==> src/rtl/pc_fetch_sequencer_pkg.sv <==
// Shared types for the fetch sequencer: PC source select, jump class and FSM states.
// The pcsrc_t encoding is decoded by program_counter, so the two must stay in step.
package pc_fetch_sequencer_pkg;

    typedef enum logic [1:0] {
        PC_JR  = 2'd0,
        PC_J   = 2'd1,
        PC_BR  = 2'd2,
        PC_SEQ = 2'd3
    } pcsrc_t;

    typedef enum logic [1:0] {
        JT_NONE = 2'd0,
        JT_JR   = 2'd1,
        JT_J    = 2'd2,
        JT_BR   = 2'd3
    } jtype_t;

    typedef enum logic [1:0] {
        IFETCH = 2'd0,
        DMEM   = 2'd1,
        HALTED = 2'd2
    } fetch_state_t;

    // A not-taken branch falls through to PC+4 like any non-jump.
    function automatic pcsrc_t decode_pcsrc(input jtype_t jt, input logic br_taken);
        pcsrc_t src;
        src = PC_SEQ;
        case (jt)
            JT_JR:   src = PC_JR;
            JT_J:    src = PC_J;
            JT_BR:   src = br_taken ? PC_BR : PC_SEQ;
            default: src = PC_SEQ;
        endcase
        return src;
    endfunction

endpackage

==> src/rtl/pc_fetch_sequencer_hit_watchdog.sv <==
// Counts consecutive cycles spent waiting on a memory hit and raises a sticky
// flag once a wait has lasted TIMEOUT_CYCLES.
module hit_watchdog #(
    parameter int TIMEOUT_CYCLES = 1024
) (
    input  logic CLK,
    input  logic nRST,
    input  logic clr,
    input  logic wait_en,
    output logic expired
);

    localparam int CW = $clog2(TIMEOUT_CYCLES);
    localparam logic [CW-1:0] LAST = CW'(TIMEOUT_CYCLES - 1);

    logic [CW-1:0] count_q, count_d;
    logic          expired_q, expired_d;

    // The counter parks at LAST instead of wrapping; the flag stays set until reset.
    always_comb begin
        count_d   = count_q;
        expired_d = expired_q;
        if (clr) begin
            count_d = '0;
        end else if (wait_en) begin
            if (count_q == LAST) begin
                expired_d = 1'b1;
            end else begin
                count_d = count_q + CW'(1);
            end
        end
    end

    always_ff @(posedge CLK) begin
        if (!nRST) begin
            count_q   <= '0;
            expired_q <= 1'b0;
        end else begin
            count_q   <= count_d;
            expired_q <= expired_d;
        end
    end

    assign expired = expired_q;

endmodule

==> src/rtl/pc_fetch_sequencer.sv <==
// Drives the PC update strobe and source select, and gates I/D memory requests
// so the PC advances exactly once per retired instruction.
module pc_fetch_sequencer
    import pc_fetch_sequencer_pkg::*;
#(
    parameter int TIMEOUT_CYCLES = 1024
) (
    input  logic       CLK,
    input  logic       nRST,
    input  logic       ihit,
    input  logic       dhit,
    input  logic       ctr_dREN,
    input  logic       ctr_dWEN,
    input  logic       halt,
    input  logic [1:0] jtype,
    input  logic       br_taken,
    output logic       pc_en,
    output logic [1:0] PCSrc,
    output logic       imemREN,
    output logic       dmemREN,
    output logic       dmemWEN,
    output logic       halted,
    output logic       mem_timeout
);

    fetch_state_t state_q, state_d;
    logic         dren_q, dren_d;
    logic         dwen_q, dwen_d;
    pcsrc_t       pc_src;
    logic         hit_now;
    logic         wd_clr;
    logic         wd_wait;

    always_comb begin
        state_d = state_q;
        dren_d  = dren_q;
        dwen_d  = dwen_q;
        pc_en   = 1'b0;
        pc_src  = decode_pcsrc(jtype_t'(jtype), br_taken);
        imemREN = 1'b0;
        dmemREN = 1'b0;
        dmemWEN = 1'b0;
        hit_now = 1'b0;
        case (state_q)
            IFETCH: begin
                imemREN = 1'b1;
                hit_now = ihit;
                if (ihit) begin
                    if (halt) begin
                        state_d = HALTED;
                    end else if (ctr_dREN || ctr_dWEN) begin
                        dren_d  = ctr_dREN;
                        dwen_d  = ctr_dWEN;
                        state_d = DMEM;
                    end else begin
                        pc_en = 1'b1;
                    end
                end
            end
            DMEM: begin
                // Both strobes pass through unmasked so a bad decode is visible downstream.
                dmemREN = dren_q;
                dmemWEN = dwen_q;
                pc_src  = PC_SEQ;
                hit_now = dhit;
                if (dhit) begin
                    pc_en   = 1'b1;
                    dren_d  = 1'b0;
                    dwen_d  = 1'b0;
                    state_d = IFETCH;
                end
            end
            HALTED: begin
                state_d = HALTED;
            end
            default: begin
                state_d = IFETCH;
            end
        endcase
        wd_clr  = hit_now || (state_d != state_q) || (state_q == HALTED);
        wd_wait = (state_q != HALTED);
    end

    always_ff @(posedge CLK) begin
        if (!nRST) begin
            state_q <= IFETCH;
            dren_q  <= 1'b0;
            dwen_q  <= 1'b0;
        end else begin
            state_q <= state_d;
            dren_q  <= dren_d;
            dwen_q  <= dwen_d;
        end
    end

    hit_watchdog #(
        .TIMEOUT_CYCLES(TIMEOUT_CYCLES)
    ) u_hit_watchdog (
        .CLK    (CLK),
        .nRST   (nRST),
        .clr    (wd_clr),
        .wait_en(wd_wait),
        .expired(mem_timeout)
    );

    assign PCSrc  = pc_src;
    assign halted = (state_q == HALTED);

endmodule

==> config.mk <==
export PLATFORM = sky130hd
export DESIGN_NAME = pc_fetch_sequencer
export DESIGN_NICKNAME = d
export VERILOG_FILES = /design/src/rtl/pc_fetch_sequencer_pkg.sv /design/src/rtl/pc_fetch_sequencer_hit_watchdog.sv /design/src/rtl/pc_fetch_sequencer.sv
export SDC_FILE = /design/constraint.sdc
export NUM_CORES = 1
export LEC_CHECK = 0
export CORE_ASPECT_RATIO = 2
export CORE_MARGIN = 2
export CORE_UTILIZATION = 30
export DETAILED_ROUTE_END_ITERATION = 8
export HOLD_SLACK_MARGIN = 0.12
export REMOVE_ABC_BUFFERS = 1
export SLEW_MARGIN = 20
export SYNTH_ARGS = -nofsm -noshare
export SYNTH_HDL_FRONTEND = slang
export SYNTH_SLANG_ARGS = --single-unit
export TNS_END_PERCENT = 100
==> constraint.sdc <==
create_clock -name CLK -period 1.75 [get_ports CLK]
set_clock_uncertainty 0.05 [all_clocks]
set_input_delay 0.525 -clock CLK [delete_from_list [all_inputs] [get_ports CLK]]
set_output_delay 0.525 -clock CLK [all_outputs]
set_load 0.005 [all_outputs]
==> summary.md, run 1 <==
| Metric | Value |
|---|---|
| Number of fill cells | 281 |
| Post-Synthesis Cells | 99 |
| Setup WS post-layout | -73.6 ps |
| Clock power share | 35.0% |
| Clock slew at reported path FFs | 60 ps |
| Die height | 78.7 um |
| Seq/Total Area, Yosys | 35.9% |
| Initial Util | 31.0% |
| Row count | 27 |
| CP Capture Type | primary output |
| Final period utilization | 104% |
| Reg power frac | 46.1% |
| Most frequent cells in the layout | buf_4, dfxtp_1, a21oi_1 |
| Power Total | 774 uW |
| Via density per instance | 5.18 |
| All-Layer GR Usage | 14.0% |
| Share of layout cells above drive strength 1 | 40.4% |
| Drt drc | 0 |
| Unrepaired setup endpoints after global routing | yes |
| First-pass GRT wire length | 3190 um |
| Max Slew Vio Count | 0 |
| Failing checks | negative setup slack |
| Netlist cell types | 35 |
| Post-Route Utilization | 46.4% |
| Placer Congestion | 0.818 |
| Max Cap Viol | 0 |
| Internal Power | 593 uW |
| Net count, final | 150 |
| CTS tree | built |
| Hold-fix buffers at CTS | 0 |
| Fin crit period | 1820 ps |
| Crit path DAT | 1250 ps |
| Worst slew pin tran | 442 ps |
| Placed cells | 159 |
| Congestion Overflow GR | 0 |
| Vias in the first global route | 814 |
| Clk sinks | 15 |
| Placed instance area | 1150 um^2 |
| Post-Syn Area per Cell | 8.46 um^2 |
| Max Buffers Root-to-Sink | 2 |
| Core area | 2700 um^2 |
| Highest net fanout along the worst path | 2 |
| Post-Route WL | 2140 um |
| Cts bufs inserted | 3 |
| Status | finished with violations |
| Fin cells | 165 |
| Ports | 18 |
| Die W | 41.4 um |
| Comb pwr share | 19.0% |
| Crit-path max cell delay | 210 ps |
| Max-slew headroom | 70.6% |
| Min-delay worst type | reg -> reg |
| CP max stage cell | nor4_4 |
| Final instance area | 1250 um^2 |
| Peak Freq | 548 MHz |
| Final Hold Viols | 0 |
| Post-synthesis instance area | 837 um^2 |
| Post-DRT Antenna Nets | 0 |
| Switching power | 181 uW |
| Synth Warn # | 0 |
| Leakage power | 0.506 nW |
| Syn-to-layout area delta | 49.8% |
| Setup Viol. Count Final | 1 |
| Switching Share | 23.4% |
| Number of port buffers | 17 |
| Setup TNS | -73.6 ps |
| Crit path kind | in -> out |
| Setup crit start kind | input port |
| Inserted Diodes | 0 |
| VDD IR max | 0.000332 V |
| Synthesized flop and latch total | 15 |
| CP Data Required Time | 1170 ps |
| Initial antenna violation count | 0 |
| Iteration-0 DRC Markers | 7 |
| Routed vias | 854 |
| Most common cell after layout, fill and taps aside | buf_4 |
| PwrDens | 618 nW/um^2 |
| Area occupied by registers | 302 um^2 |
| R2R setup slack | 130 ps |
| Full die area | 3250 um^2 |
| CP Cell Sequence | buf_6 > nand2b_4 > nor4_4 > a21oi_1 > nor2_1 > buf_2 |
| DRT Pass-1 Iters | 4 |
| HPWL after detailed placement | 1670 um |
| Clock latency on the worst-skew pair | 240 ps |
| Area of the multi-input gates | 569 um^2 |
| H-tree depth | 1 |
| Root Buffer | clkbuf_8 |
| Routed WL per cell | 13.0 um |
| Largest net degree at the start of global routing | 11 |
==> cell usage after synthesis, drive strengths merged <==
cell type | n | share of area (%)
a31o | 1 | 1.0
ha | 3 | 4.5
nor3b | 2 | 1.8
nand3 | 6 | 5.1
nand2b | 4 | 3.3
nor3 | 4 | 2.4
nor4 | 1 | 0.75
and4 | 2 | 2.2
or3 | 4 | 3.6
a21oi | 9 | 5.4
o21ai | 4 | 2.4
nor4b | 1 | 1.0
a41oi | 1 | 1.0
o31ai | 1 | 2.5
nand4 | 1 | 1.5
mux2i | 1 | 1.2
buf | 2 | 1.2
nor2b | 2 | 1.5
nor2 | 9 | 4.3
dfxtp | 15 | 36
xor2 | 1 | 1.0
and2 | 4 | 3.0
and3 | 2 | 1.6
a21boi | 2 | 1.8
o221ai | 1 | 1.0
o41ai | 1 | 1.0
a211oi | 1 | 0.90
nand2 | 8 | 3.6
a211o | 1 | 1.0
inv | 5 | 2.2
==> cell families after synthesis <==
kind of cell	after synthesis	share of synthesized area, %
buffers and inverters	7	3.44
multiplexers	1	1.20
adder cells (fa/ha/maj)	3	4.48
AND/OR/NAND/NOR	50	35.7
flip-flops	15	35.9
XOR/XNOR	1	1.05
AO/OA/AOI/OAI	22	18.2
==> registers in the layout, indices dropped and copies added, names as in the netlist <==
register                cells
dren_q                      1
dwen_q                      1
state_q                     2
u_hit_watchdog.count_q     10
u_hit_watchdog.expired      1
==> path summary, 6_finish.rpt <==
path                                           startpoint                        end  cells after the start
worst max register to register  u_hit_watchdog.count_q[0]  u_hit_watchdog.count_q[1]                      5
worst max-delay path                                 halt                      pc_en                      6
worst min register to register                     dren_q                     dren_q                      2
worst min-delay path                               dren_q                     dren_q                      2
==> per-layer routing <==
layer / track usage, % / wire [um]
met1: 12.5 / 720
met2: 27.2 / 1270
met3: 2.23 / 124
met4: 4.84 / 27
met5: 0 / 0
==> critical path, delay by kind of cell <==
family / cells / cell delay, ps
AOI/OAI and AO/OA: 1 / 60
and+or+nand+nor: 3 / 450
buffers and inverters: 2 / 210
==> per-stage QoR <==
stage | hold slack [ps] | setup WS [ps]
after global placement | 404 | -763
after global routing | 455 | -115
final | 426 | -73.6
after floorplan | 390 | 193
after detailed placement | 425 | -785
after CTS | 433 | -63.2
==> repair_timing <==
action	4_1_cts	5_1_grt
pin swaps	5	3
resized for setup	50	16
gates cloned	0	0
setup endpoints to repair	11	6
buffers inserted	2	1
==> area by class of cell <==
type | instances | area share [%]
Multi-Input combinational cell | 77 | 45.4
Sequential cell | 15 | 24.1
Timing Repair Buffer | 35 | 22.6
Clock buffer | 4 | 3.59
Tap cell | 29 | 2.89
Inverter | 5 | 1.50
==> power by group through the flow <==
stage	combinational (mW)	sequential (mW)	clock [mW]
after CTS	0.133	0.357	0.281
final	0.147	0.357	0.271
after global routing	0.162	0.357	0.309
after detailed placement	0.140	0.363	0
after global placement	0.138	0.363	0
after floorplan	0.0494	0.365	0
No activity file was read; power rests on OpenSTA's default activity.
==> run 2, diff against run 1 <==
CORE_ASPECT_RATIO = unset   (was 2)
==> run 2 against run 1 <==
Against the previous run:
- the flow still finishes with violations (negative setup slack)
- worst setup slack worse by 24 ps
- final cell count is 0.61% higher
- maximum frequency is 1.3% lower
- critical path depth stayed put
- power is 7.9% lower
- first-iteration DRC count is 71% higher
- clock-buffer cell count stayed put
==> summary.md, run 2 (synthesized netlist as in run 1, its figures left out) <==
| Metric | Value |
|---|---|
| Status | finished with violations |
| Failing checks | negative setup slack |
| Internal Power | 523 uW (-12%) |
| Syn-to-layout area delta | 49.0% |
| CP Capture Type | primary output |
| Setup TNS | -226 ps (-152 ps) |
| Min-delay worst type | reg -> reg |
| R2R setup slack | 190 ps (+60 ps) |
| HPWL after detailed placement | 1450 um (-13%) |
| CTS tree | built |
| Largest net degree at the start of global routing | 11 (unchanged) |
| Cts bufs inserted | 3 (unchanged) |
| Max Buffers Root-to-Sink | 2 (unchanged) |
| Core area | 2710 um^2 (+0.28%) |
| Max Slew Vio Count | 0 (unchanged) |
| Number of port buffers | 17 (unchanged) |
| Setup WS post-layout | -97.4 ps (-23.8 ps) |
| Top reg by flops | u_hit_watchdog.count_q |
| Top Registers | u_hit_watchdog.count_q (10), state_q (2) |
| Worst slew pin tran | 418 ps (-23.2 ps) |
| CP Data Required Time | 1170 ps (about the same) |
| Power Total | 713 uW (-7.9%) |
| Routed vias | 830 (-2.8%) |
| Peak Freq | 541 MHz (-1.3%) |
| H-tree depth | 1 (unchanged) |
| Fin crit period | 1850 ps (+23.8 ps) |
| Crit-path max cell delay | 240 ps (+30 ps) |
| Crit path DAT | 1270 ps (+20 ps) |
| Max reg flops | 10 (unchanged) |
| Clock latency on the worst-skew pair | 290 ps (+50 ps) |
| Unrepaired setup endpoints after global routing | yes |
| Highest net fanout along the worst path | 3 (+1) |
| Via density per instance | 5.00 (-3.4%) |
| Most common cell after layout, fill and taps aside | buf_4 |
| Crit path kind | in -> out |
| Worst path bufs/invs | 2 (unchanged) |
| First-pass GRT wire length | 3390 um (+6.3%) |
| Iteration-0 DRC Markers | 12 (+5) |
| Congestion Overflow GR | 0 (unchanged) |
| Die W | 56.8 um (+37%) |
| Die height | 56.8 um (-28%) |
| PwrDens | 572 nW/um^2 (-7.5%) |
| Inserted Diodes | 0 (unchanged) |
| CP max stage cell | nor4_4 |
| Comb pwr share | 21.3% (+2.3 points) |
| Leakage power | 0.503 nW (-0.70%) |
| Setup crit start kind | input port |
| Post-Route WL | 1940 um (-9.4%) |
| Row count | 19 (-30%) |
| Final Hold Viols | 0 (unchanged) |
| Clock slew at reported path FFs | 90 ps (+30 ps) |
| Final period utilization | 106% (+1.4 points) |
| All-Layer GR Usage | 13.5% (-0.52 points) |
| Post-DRT Antenna Nets | 0 (unchanged) |
| Drt drc | 0 (unchanged) |
| Delay-heaviest family, CP | simple AND/OR/NAND/NOR gates |
| Clk sinks | 15 (unchanged) |
| Initial Util | 30.9% (-0.086 points) |
| Max Cap Viol | 0 (unchanged) |
| VDD IR max | 0.000427 V (+29%) |
| Max-slew headroom | 72.1% (+1.5 points) |
| Hold-fix buffers at CTS | 0 (unchanged) |
| Share of layout cells above drive strength 1 | 43.7% (+3.3 points) |
| Vias in the first global route | 796 (-2.2%) |
| Initial antenna violation count | 0 (unchanged) |
| CP Cell Sequence | buf_6 > nand2b_4 > nor4_4 > a21oi_1 > nor2_1 > buf_2 |
| Net count, final | 149 (-0.67%) |
| Most frequent cells in the layout | buf_4, dfxtp_1, a21oi_1 |
| Full die area | 3230 um^2 (-0.79%) |
| DRT Pass-1 Iters | 4 (unchanged) |
| Clock power share | 28.8% (-6.2 points) |
| Setup Viol. Count Final | 3 (+2) |
| Routed WL per cell | 11.7 um (-9.9%) |
| Root Buffer | clkbuf_4 |
| Placer Congestion | 0.762 (-6.8%) |
| Switching power | 190 uW (+4.6%) |
| Ports | 18 (unchanged) |
| Reg power frac | 49.9% (+3.8 points) |
| Switching Share | 26.6% (+3.2 points) |
==> run 2: routing by layer <==
| metal | share of wire, % | global-route usage [%] |
|---|---|---|
| met2 | 49 | 22.9 |
| met5 | 0 | 0 |
| met3 | 5.4 | 3.69 |
| met4 | 1.5 | 4.98 |
| met1 | 43 | 16.1 |
==> run 2: timing repair <==
item / CTS / global route
buffers inserted: 4 / 0
endpoints found under the setup margin: 7 / 8
gates cloned: 0 / 0
resized for setup: 60 / 14
pin swaps: 2 / 2
==> run 2: tightest hold or removal path, cell delays in order, from the launching register on <==
cell and delay, ps:
dfxtp_2 340, nand2_1 50, o41ai_1 50
==> run 2: cell type report <==
class / count / area [um^2]
sequential: 15 / 307
inverter: 5 / 18.8
multi-input combinational: 77 / 582
clock buffer: 4 / 26.3
tap: 31 / 38.8
fill: 291 / 1460
timing repair buffer: 34 / 275
==> run 2: worst paths after layout <==
kind | startpoint | end | cells after the start
max | halt | pc_en | 6
min | u_hit_watchdog.expired | u_hit_watchdog.expired | 2
max reg2reg | state_q[0] | u_hit_watchdog.count_q[4] | 6
min reg2reg | u_hit_watchdog.expired | u_hit_watchdog.expired | 2
==> run 2: power groups by stage <==
stage,clock [mW],sequential (mW),combinational (mW)
after floorplan,0,0.365,0.0494
after global placement,0,0.362,0.130
after detailed placement,0,0.363,0.132
after CTS,0.217,0.357,0.147
after global routing,0.234,0.357,0.168
final,0.205,0.356,0.152
==> run 2: metrics by stage <==
stage	std cells	hold WS (ps)	setup WS [ps]	utilization (%)	instance area (um^2)
after floorplan	97	390	193	-	827
after global placement	158	411	-785	41.8	1130
after detailed placement	158	412	-820	41.8	1130
after CTS	166	431	-150	45.2	1220
after global routing	166	450	-155	46.0	1250
final	166	411	-97.4	46.0	1250
==> run 3, diff against run 2 <==
REMOVE_ABC_BUFFERS = unset   (was 1)
==> run 3 against run 2 <==
Against the previous run:
- the flow still finishes with violations (negative setup slack)
- worst hold slack better by 18 ps
- maximum frequency down 1.3%
- power up 0.35%
- core utilization up 2.2 points
- first-iteration DRC count up 110%
- die area unchanged
- routed wire length up 5.8%
- clock-buffer cell count unchanged
- sequential share of layout area down 1.4 points
- combinational power up 6%
- non-clock buffer count up 6
- critical endpoint unchanged
==> summary.md, run 3 (synthesized netlist as in run 1, its figures left out) <==
| Metric | Value |
|---|---|
| Routed WL per cell | 11.9 um (+2.1%) |
| CTS tree | built |
| Setup Viol. Count Final | 1 (-2) |
| Inserted Diodes | 0 (unchanged) |
| Peak Freq | 535 MHz (-1.3%) |
| Via density per instance | 5.07 (+1.4%) |
| Top reg by flops | u_hit_watchdog.count_q |
| Reg2Reg Launch Point | u_hit_watchdog.count_q[0] |
| Vias in the first global route | 857 (+7.7%) |
| Comb pwr share | 22.5% (+1.2 points) |
| First-pass GRT wire length | 3500 um (+3.3%) |
| Clock power share | 27.8% (-1.0 points) |
| Placed instance area | 1180 um^2 (+4.0%) |
| Power Total | 715 uW (+0.35%) |
| Hold slack | 428 ps (+17.6 ps) |
| Full die area | 3230 um^2 (unchanged) |
| Initial antenna violation count | 0 (unchanged) |
| Root Buffer | clkbuf_4 |
| Routed vias | 872 (+5.1%) |
| Hold Path Sink | u_hit_watchdog.expired |
| H-tree depth | 1 (unchanged) |
| Crit path DAT | 1300 ps (+30 ps) |
| Max reg flops | 10 (unchanged) |
| CP Data Required Time | 1170 ps (about the same) |
| Internal Power | 530 uW (+1.3%) |
| Post-Route WL | 2050 um (+5.8%) |
| Mapped Nets | 112 |
| Ports | 18 (unchanged) |
| Initial Util | 30.9% (unchanged) |
| Max Buffers Root-to-Sink | 2 (unchanged) |
| VDD IR max | 0.000346 V (-19%) |
| R2R depth | 5 (-1) |
| Worst path bufs/invs | 2 (unchanged) |
| Share of layout cells above drive strength 1 | 45.4% (+1.7 points) |
| Row count | 19 (unchanged) |
| Clock slew at reported path FFs | 80 ps (about the same) |
| Drt drc | 0 (unchanged) |
| Most common cell after layout, fill and taps aside | buf_4 |
| Die height | 56.8 um (unchanged) |
| Syn-to-layout area delta | 56.2% |
| Cts bufs inserted | 3 (unchanged) |
| Switching Share | 25.9% (-0.68 points) |
| Clk sinks | 15 (unchanged) |
| Crit path kind | in -> out |
| Iteration-0 DRC Markers | 25 (+13) |
| Number of port buffers | 17 (unchanged) |
| Unrepaired setup endpoints after global routing | yes |
| Leakage power | 0.536 nW (+6.7%) |
| Die W | 56.8 um (unchanged) |
| Worst slew pin tran | 411 ps (-7.71 ps) |
| Clock latency on the worst-skew pair | 290 ps (about the same) |
| Max-slew headroom | 72.6% (+0.51 points) |
| Highest net fanout along the worst path | 2 (-1) |
| Switching power | 186 uW (-2.2%) |
| Setup crit start kind | input port |
| Min-delay worst type | reg -> reg |
| Final period utilization | 107% (+1.3 points) |
| Net count, final | 155 (+4.0%) |
| Most frequent cells in the layout | buf_4, dfxtp_1, a21oi_1 |
| Hold path startpoint | u_hit_watchdog.expired |
| CP Cell Sequence | buf_6 > nand2b_4 > nor4_4 > a21oi_1 > nor2_1 > buf_2 |
| Hold-fix buffers at CTS | 0 (unchanged) |
| Worst R2R End | u_hit_watchdog.count_q[1] |
| Fin crit period | 1870 ps (+23.4 ps) |
| Final Hold Viols | 0 (unchanged) |
| Final instance area | 1310 um^2 (+4.8%) |
| Congestion Overflow GR | 0 (unchanged) |
| Core area | 2710 um^2 (unchanged) |
| Max Slew Vio Count | 0 (unchanged) |
| HPWL after detailed placement | 1560 um (+7.4%) |
| Reg power frac | 49.8% (about the same) |
| Setup TNS | -121 ps (+105 ps) |
| Crit-path max cell delay | 260 ps (+20 ps) |
| R2R setup slack | 200 ps (about the same) |
| DRT Pass-1 Iters | 4 (unchanged) |
| Status | finished with violations |
| Pre-CTS setup slack | -812 ps (+8.85 ps) |
| CP max stage cell | nor4_4 |
| Failing checks | negative setup slack |
| CP Capture Type | primary output |
| All-Layer GR Usage | 13.9% (+0.41 points) |
| Setup WS post-layout | -121 ps (-23.4 ps) |
| Post-DRT Antenna Nets | 0 (unchanged) |
| Hold Path Depth | 2 (unchanged) |
| Top Registers | u_hit_watchdog.count_q (10), state_q (2) |
| Largest net degree at the start of global routing | 11 (unchanged) |
| Max Cap Viol | 0 (unchanged) |
| PwrDens | 547 nW/um^2 (-4.3%) |
| Delay-heaviest family, CP | simple AND/OR/NAND/NOR gates |
| Placer Congestion | 0.791 (+3.7%) |
[run 3: worst reg2reg max path, cell delays in order, from the launching register on]
cell     delay (ps)
dfxtp_1         370
ha_1            180
nand2_1         120
o31ai_4         430
mux2i_1         270
nor2_2           40
[run 3: worst max-delay path by stage]
stage	to	cells past startpoint	slack [ps]	from
global placement	PCSrc[1]	5	-730	jtype[0]
global route	pc_en	6	-190	halt
CTS	PCSrc[0]	6	-150	state_q[0]
finish	pc_en	6	-120	halt
floorplan	pc_en	4	200	halt
detailed placement	PCSrc[0]	6	-810	jtype[0]
[run 3: power by group through the flow]
stage                     registers, mW  clock network, mW  logic (mW)
after floorplan                   0.363                  0      0.0534
after global placement            0.362                  0       0.141
after detailed placement          0.363                  0       0.144
after CTS                         0.354              0.214       0.148
after global routing              0.357              0.221       0.178
final                             0.356              0.199       0.161
[run 3: layer usage]
layer | up-vias | routed length, um | GRT usage, %
li1 | 445 | - | -
met1 | 402 | 805 | 14.5
met2 | 20 | 1100 | 26.2
met3 | 5 | 99 | 2.30
met4 | 0 | 47 | 6.98
met5 | - | 0 | 0
[run 3: per-stage QoR]
| stage | utilization [%] | std cells |
|---|---|---|
| global route | 48.2 | 172 |
| global placement | 43.5 | 164 |
| finish | 48.2 | 172 |
| floorplan | - | 99 |
| CTS | 45.5 | 171 |
| detailed placement | 43.5 | 164 |
[run 3: final cells by class]
class / instances / area (um^2)
tap: 31 / 38.8
clock buffer: 4 / 26.3
fill: 275 / 1400
inverter: 5 / 21.3
multi-input combinational: 77 / 589
timing repair buffer: 40 / 329
sequential: 15 / 303
[run 3: timing repair]
item,in CTS,in global routing
buffers inserted,3,3
pin swaps,3,6
gates resized for setup,49,27
endpoints found under the setup margin,7,7
endpoints found under the hold margin,0,0
